===== src/rtl/duty_ramp.sv =====
// Frame-synchronous duty ramp: accepts a duty target and slews the PWM
// duty value toward it by at most STEP once per PWM frame.
module duty_ramp #(
  parameter int unsigned FRAME    = 2000000,
  parameter int unsigned MIN_DUTY = 50000,
  parameter int unsigned MAX_DUTY = 240000,
  parameter int unsigned STEP     = 1000
) (
  input  logic        clk,
  input  logic        rst,
  input  logic        cmd_valid,
  output logic        cmd_ready,
  input  logic [25:0] cmd_duty,
  output logic [25:0] duty_out,
  output logic        frame_tick,
  output logic        busy
);

  typedef enum logic [1:0] {
    IDLE,
    LOAD,
    RAMP
  } state_t;

  localparam logic [25:0] FRAME_C = 26'(FRAME);
  localparam logic [25:0] MIN_C   = 26'(MIN_DUTY);
  localparam logic [25:0] MAX_C   = 26'(MAX_DUTY);
  localparam logic [26:0] STEP_C  = 27'(STEP);

  state_t      state_q;
  logic [25:0] cnt_q;
  logic [25:0] cmd_q;
  logic [25:0] tgt_q;
  logic [25:0] duty_q;
  logic [25:0] tgt_d;
  logic [25:0] duty_d;
  logic [26:0] cur_w;
  logic [26:0] tgt_w;
  logic [26:0] up_w;
  logic [26:0] dn_w;
  logic        tick;
  logic        accept;

  assign tick       = (cnt_q == FRAME_C);
  assign cmd_ready  = (state_q != LOAD);
  assign accept     = cmd_valid & cmd_ready;
  assign busy       = (state_q != IDLE);
  assign frame_tick = tick;
  assign duty_out   = duty_q;

  always_comb begin
    tgt_d = cmd_q;
    if (cmd_q < MIN_C) begin
      tgt_d = MIN_C;
    end else if (cmd_q > MAX_C) begin
      tgt_d = MAX_C;
    end
  end

  // 27-bit math so duty+STEP never wraps; a zero duty jumps straight to target
  always_comb begin
    cur_w  = {1'b0, duty_q};
    tgt_w  = {1'b0, tgt_q};
    up_w   = cur_w + STEP_C;
    dn_w   = cur_w - STEP_C;
    duty_d = tgt_q;
    if ((duty_q != 26'd0) && (STEP_C != 27'd0)) begin
      if (cur_w < tgt_w) begin
        if (up_w < tgt_w) begin
          duty_d = up_w[25:0];
        end
      end else if (cur_w > tgt_w + STEP_C) begin
        duty_d = dn_w[25:0];
      end
    end
  end

  always_ff @(posedge clk or posedge rst) begin
    if (rst) begin
      state_q <= IDLE;
      cnt_q   <= '0;
      cmd_q   <= '0;
      tgt_q   <= '0;
      duty_q  <= '0;
    end else begin
      cnt_q <= tick ? '0 : cnt_q + 26'd1;
      if (accept) begin
        cmd_q <= cmd_duty;
      end
      unique case (state_q)
        IDLE: begin
          if (accept) begin
            state_q <= LOAD;
          end
        end
        LOAD: begin
          tgt_q   <= tgt_d;
          state_q <= (tgt_d != duty_q) ? RAMP : IDLE;
        end
        RAMP: begin
          if (tick) begin
            duty_q <= duty_d;
            if (duty_d == tgt_q) begin
              state_q <= IDLE;
            end
          end
          // a new command overrides the return to IDLE
          if (accept) begin
            state_q <= LOAD;
          end
        end
        default: state_q <= IDLE;
      endcase
    end
  end

endmodule


===== config.mk =====
export PLATFORM = sky130hd
export DESIGN_NAME = duty_ramp
export DESIGN_NICKNAME = d
export VERILOG_FILES = /design/src/rtl/duty_ramp.sv
export SDC_FILE = /design/constraint.sdc
export NUM_CORES = 1
export LEC_CHECK = 0
export CAP_MARGIN = 20
export CORE_MARGIN = 2
export CORE_UTILIZATION = 52
export CTS_BUF_LIST = sky130_fd_sc_hd__clkbuf_4 sky130_fd_sc_hd__clkbuf_8 sky130_fd_sc_hd__clkbuf_16
export DETAILED_ROUTE_END_ITERATION = 10
export GPL_TIMING_DRIVEN = 1
export PLACE_DENSITY = 0.8
export SYNTH_ARGS = -nofsm -noshare
export SYNTH_HDL_FRONTEND = slang
export SYNTH_SLANG_ARGS = --single-unit

===== constraint.sdc =====
create_clock -name clk -period 4.25 [get_ports clk]
set_input_delay 0.85 -clock clk [delete_from_list [all_inputs] [get_ports clk]]
set_output_delay 0.85 -clock clk [all_outputs]
set_load 0.1 [all_outputs]

==> tab_implementation.tex <==
\begin{tabular}{lr}
\hline
Metric & Value \\
\hline
\multicolumn{2}{l}{\textbf{Yosys}} \\
\quad Number of instances in the synthesized netlist & 1062 \\
\quad Synth area leaders & dfrtp\_1 29\%, ha\_1 11\%, xnor2\_1 6.5\% \\
\quad Yosys warns & 0 \\
\quad Unique masters post-synth & 78 \\
\quad Total of flip-flops plus latches after synthesis & 106 \\
\quad Post-synth ARST share & 100\% \\
\quad EDFF count, synth & 0 \\
\quad Sequential element share of the synthesized area & 29.2\% \\
\quad Cell type with the highest aggregate area in the netlist & dfrtp\_1 \\
\quad Most common flop cell mapped by yosys & dfrtp\_1 \\
\quad Mean instance size in the synthesized netlist & 8.54 um2 \\
\quad Summed instance area of the synthesized netlist & 9070 um2 \\
\quad Total nets after synthesis & 1168 \\
\quad Top-area cell type share of the netlist area & 29.2\% \\
\multicolumn{2}{l}{\textbf{STA}} \\
\quad Final-layout worst hold slack & 0.492 ns \\
\quad Max transition margin & 32.7\% \\
\quad TNS Setup & 0 ns \\
\quad RSZ-0062 raised after global routing & true \\
\quad Hold Violations, Final & 0 \\
\quad Post-layout minimum cycle time & 4.07 ns \\
\quad Measured slew at the worst slew-check pin & 1.01 ns \\
\quad Number of failing setup endpoints in the final timing report & 0 \\
\quad Period Utilization, post-route & 95.7\% \\
\quad Worst Skew & 0.0131 ns \\
\quad Max Transition Viols Final & 0 \\
\quad Achievable clock frequency & 246 MHz \\
\multicolumn{2}{l}{\textbf{Clock network}} \\
\quad Buffer levels on the longest clock path & 2 \\
\quad Clock tree from TritonCTS & built \\
\quad Insertion delay to the later sink of the worst-skew pair & 0.37 ns \\
\quad Cts hold-fix bufs & 0 \\
\quad TritonCTS Buffers & 9 \\
\quad Clock-pin slew reported for the worst setup and hold paths after clock tree synthesis & 0.08 ns \\
\quad Number of sinks handled by clock tree synthesis & 106 \\
\quad Number of levels the H-tree was split into & 3 \\
\quad Clock root buffer & clkbuf\_16 \\
\multicolumn{2}{l}{\textbf{Critical path}} \\
\quad Crit path arrival time & 4.31 ns \\
\quad Cell seen most often among critical-path stages & a21oi\_1 \\
\quad Slowest CP cell & or4\_4 \\
\quad Required arrival time at the worst endpoint & 4.50 ns \\
\quad Register-to-Register Setup Slack & 0.18 ns \\
\quad Crit-path cells & or4\_4 > o21ai\_1 > xor2\_1 > inv\_1 > ha\_1 > a21oi\_1 > a21oi\_1 > a211o\_1 > a221o\_1 > a31oi\_2 > buf\_4 > nand2\_1 > a21o\_2 > a221oi\_1 > nor2\_1 \\
\quad Critical Path Source Type & flip-flop \\
\quad RR Startpoint & duty\_out[8] \\
\quad Worst-path fanout max & 11 \\
\quad WP buf/inv & 2 \\
\quad Cell family with the largest share of critical-path delay & compound AO/OA/AOI/OAI gates \\
\quad FF-to-FF End & duty\_out[22] \\
\quad Delay of the slowest cell on the worst path & 0.58 ns \\
\quad Number of cells traversed by the worst register-to-register path & 15 \\
\quad Category of the most critical setup path & flip-flop to flip-flop \\
\quad Endpoint class of the critical path & flip-flop \\
\multicolumn{2}{l}{\textbf{Outcome}} \\
\quad Status & complete, no violations \\
\multicolumn{2}{l}{\textbf{Route}} \\
\quad Final ANT Viol Nets & 0 \\
\quad Iteration count of the initial detailed-routing pass & 6 \\
\quad Total vias in the final route & 8877 \\
\quad Met3 routed WL & 3280 um \\
\quad Topmost layer with routed signal wires & met4 \\
\quad Average detailed-routed wire length per instance & 21.8 um \\
\quad DR vias/cell & 6.42 \\
\quad DRT iter0 DRCs & 849 \\
\quad Metal2 WL & 12700 um \\
\quad Wl on met1 & 12800 um \\
\quad DRC violations left & 0 \\
\quad Final Routed Wirelength & 30200 um \\
\multicolumn{2}{l}{\textbf{Cells and area}} \\
\quad Area taken by multi-input logic gates & 5960 um2 \\
\quad Antenna Cells & 0 \\
\quad Most used cells in the layout excluding fill and tap cells & 98 x nand2\_1, 94 x dfrtp\_1, 85 x nor2\_1 \\
\quad Number of fill cells & 1551 \\
\quad Final std cells w/o fill & 1383 \\
\quad Layout-stage area growth over the synthesis result & 17.5\% \\
\quad Leading cell type in the layout, fill and taps excluded & nand2\_1 \\
\quad \# nets final & 1259 \\
\quad Area taken by flip-flops and latches & 2670 um2 \\
\quad Fraction of final layout cells sized beyond drive strength 1 & 15.6\% \\
\multicolumn{2}{l}{\textbf{Worst hold path}} \\
\quad HP Class & flip-flop to flip-flop \\
\quad Min-Delay Endpoint & tgt\_q[1] \\
\quad Worst Hold Path Cells & 2 \\
\quad Worst Min Path Start & tgt\_q[1] \\
\multicolumn{2}{l}{\textbf{Floorplanning}} \\
\quad Row cnt & 48 \\
\quad Die Span Y & 136 um \\
\quad Number of placed I/O pins & 58 \\
\quad Die outline area & 18500 um2 \\
\quad Die extent in x & 136 um \\
\quad Area of the core region & 17200 um2 \\
\quad Initial cell density of the core & 52.8\% \\
\multicolumn{2}{l}{\textbf{Placed design}} \\
\quad Post-DP HPWL & 23200 um \\
\quad Post-placement cell count & 1364 \\
\quad \# port buffers & 57 \\
\quad Final estimated routing congestion in global placement & 1.04 \\
\multicolumn{2}{l}{\textbf{Run}} \\
\quad Count of maximum capacitance violations & 0 \\
\multicolumn{2}{l}{\textbf{Global routing}} \\
\quad Pin count of the biggest net entering global routing & 56 \\
\quad Total routing resource utilization after global routing & 33.8\% \\
\quad GRT Residual Overflow & 0 \\
\quad Antenna violations before repair & 0 \\
\quad First-pass GRT wire length & 47700 um \\
\quad Vias in the first global route & 8575 \\
\multicolumn{2}{l}{\textbf{Power and ir drop}} \\
\quad Total power per unit cell area & 233 nW/um2 \\
\quad Worst-case vdd ir drop & 0.265 mV \\
\quad P\_leak & 4.71 nW \\
\hline
\end{tabular}
cell type report:
cell class              instances  area share, %
clock buffers                   9           2.11
inverters                      56           1.99
repair buffers                142           11.7
clock inverters                 7          0.704
multi-input cells             838           55.9
flip-flops and latches        106           25.0
well taps                     225           2.64
power by group:
part           leakage, nW  internal, mW  switching (mW)
clock                0.145         0.420           0.452
sequential            1.35          1.07          0.0709
combinational         3.21         0.207           0.273
per-stage QoR:
step                      instance area (um2)  setup WS [ns]  power (mW)  utilization (%)
after floorplan                          9100         0.0342        1.45                -
after global placement                  10300        -0.0341        1.61             59.9
after detailed placement                10300         0.0555        1.62             59.9
after CTS                               10600         0.0271        2.49             61.7
after global routing                    10700        -0.0486        2.59             62.1
final                                   10700          0.183        2.49             62.1
flip-flops by register name (all words and copies together), names as in the netlist:
name and count:
state_q 2, cnt_q 26, tgt_q 26, duty_out 26, cmd_q 26
tightest hold or removal path, stage by stage, from the launching register on:
cell	delay, ns
dfrtp_1	0.35
nand2_1	0.04
o21ai_0	0.07
layer usage:
metal / vias up / global-route usage, %
met5: - / 0
met4: 0 / 15.9
met3: 94 / 7.76
met2: 505 / 48.5
met1: 4195 / 47.9
li1: 4083 / -
how the worst max path moves through the flow:
stage                            start           end  cells after the start
final                      duty_out[8]  duty_out[22]                     15
after global routing       duty_out[5]  duty_out[22]                     17
after CTS                 duty_out[12]  duty_out[22]                     15
after detailed placement  duty_out[12]  duty_out[22]                     15
after global placement    duty_out[12]  duty_out[22]                     15
after floorplan            duty_out[8]   duty_out[6]                     16
cell usage after synthesis, types with 27 or more instances:
cell and instances:
a21oi_1 59, clkbuf_1 32, dfrtp_1 106, ha_1 77, inv_1 54, mux2_2 27
nand2_1 98, nand3_1 34, nor2_1 86, o21ai_0 64, xnor2_1 67, xor2_1 33
what timing repair did:
item                                   4_1_cts  5_1_grt
setup endpoints to repair                    0       25
gates resized for setup                      0       12
endpoints found under the hold margin        0        0
setup buffers                                0        3
logic make-up after synthesis:
| kind of cell | after synthesis | synth area share [%] |
|---|---|---|
| AOI/OAI and AO/OA | 280 | 21.0 |
| xor gates and xnor gates | 102 | 10.1 |
| muxes | 27 | 3.35 |
| buffers and inverters | 118 | 5.69 |
| and+or+nand+nor | 352 | 19.9 |
| DFF | 106 | 29.2 |
| adders and majority gates | 77 | 10.6 |
Note: power is estimated with default switching activity, not from simulation.
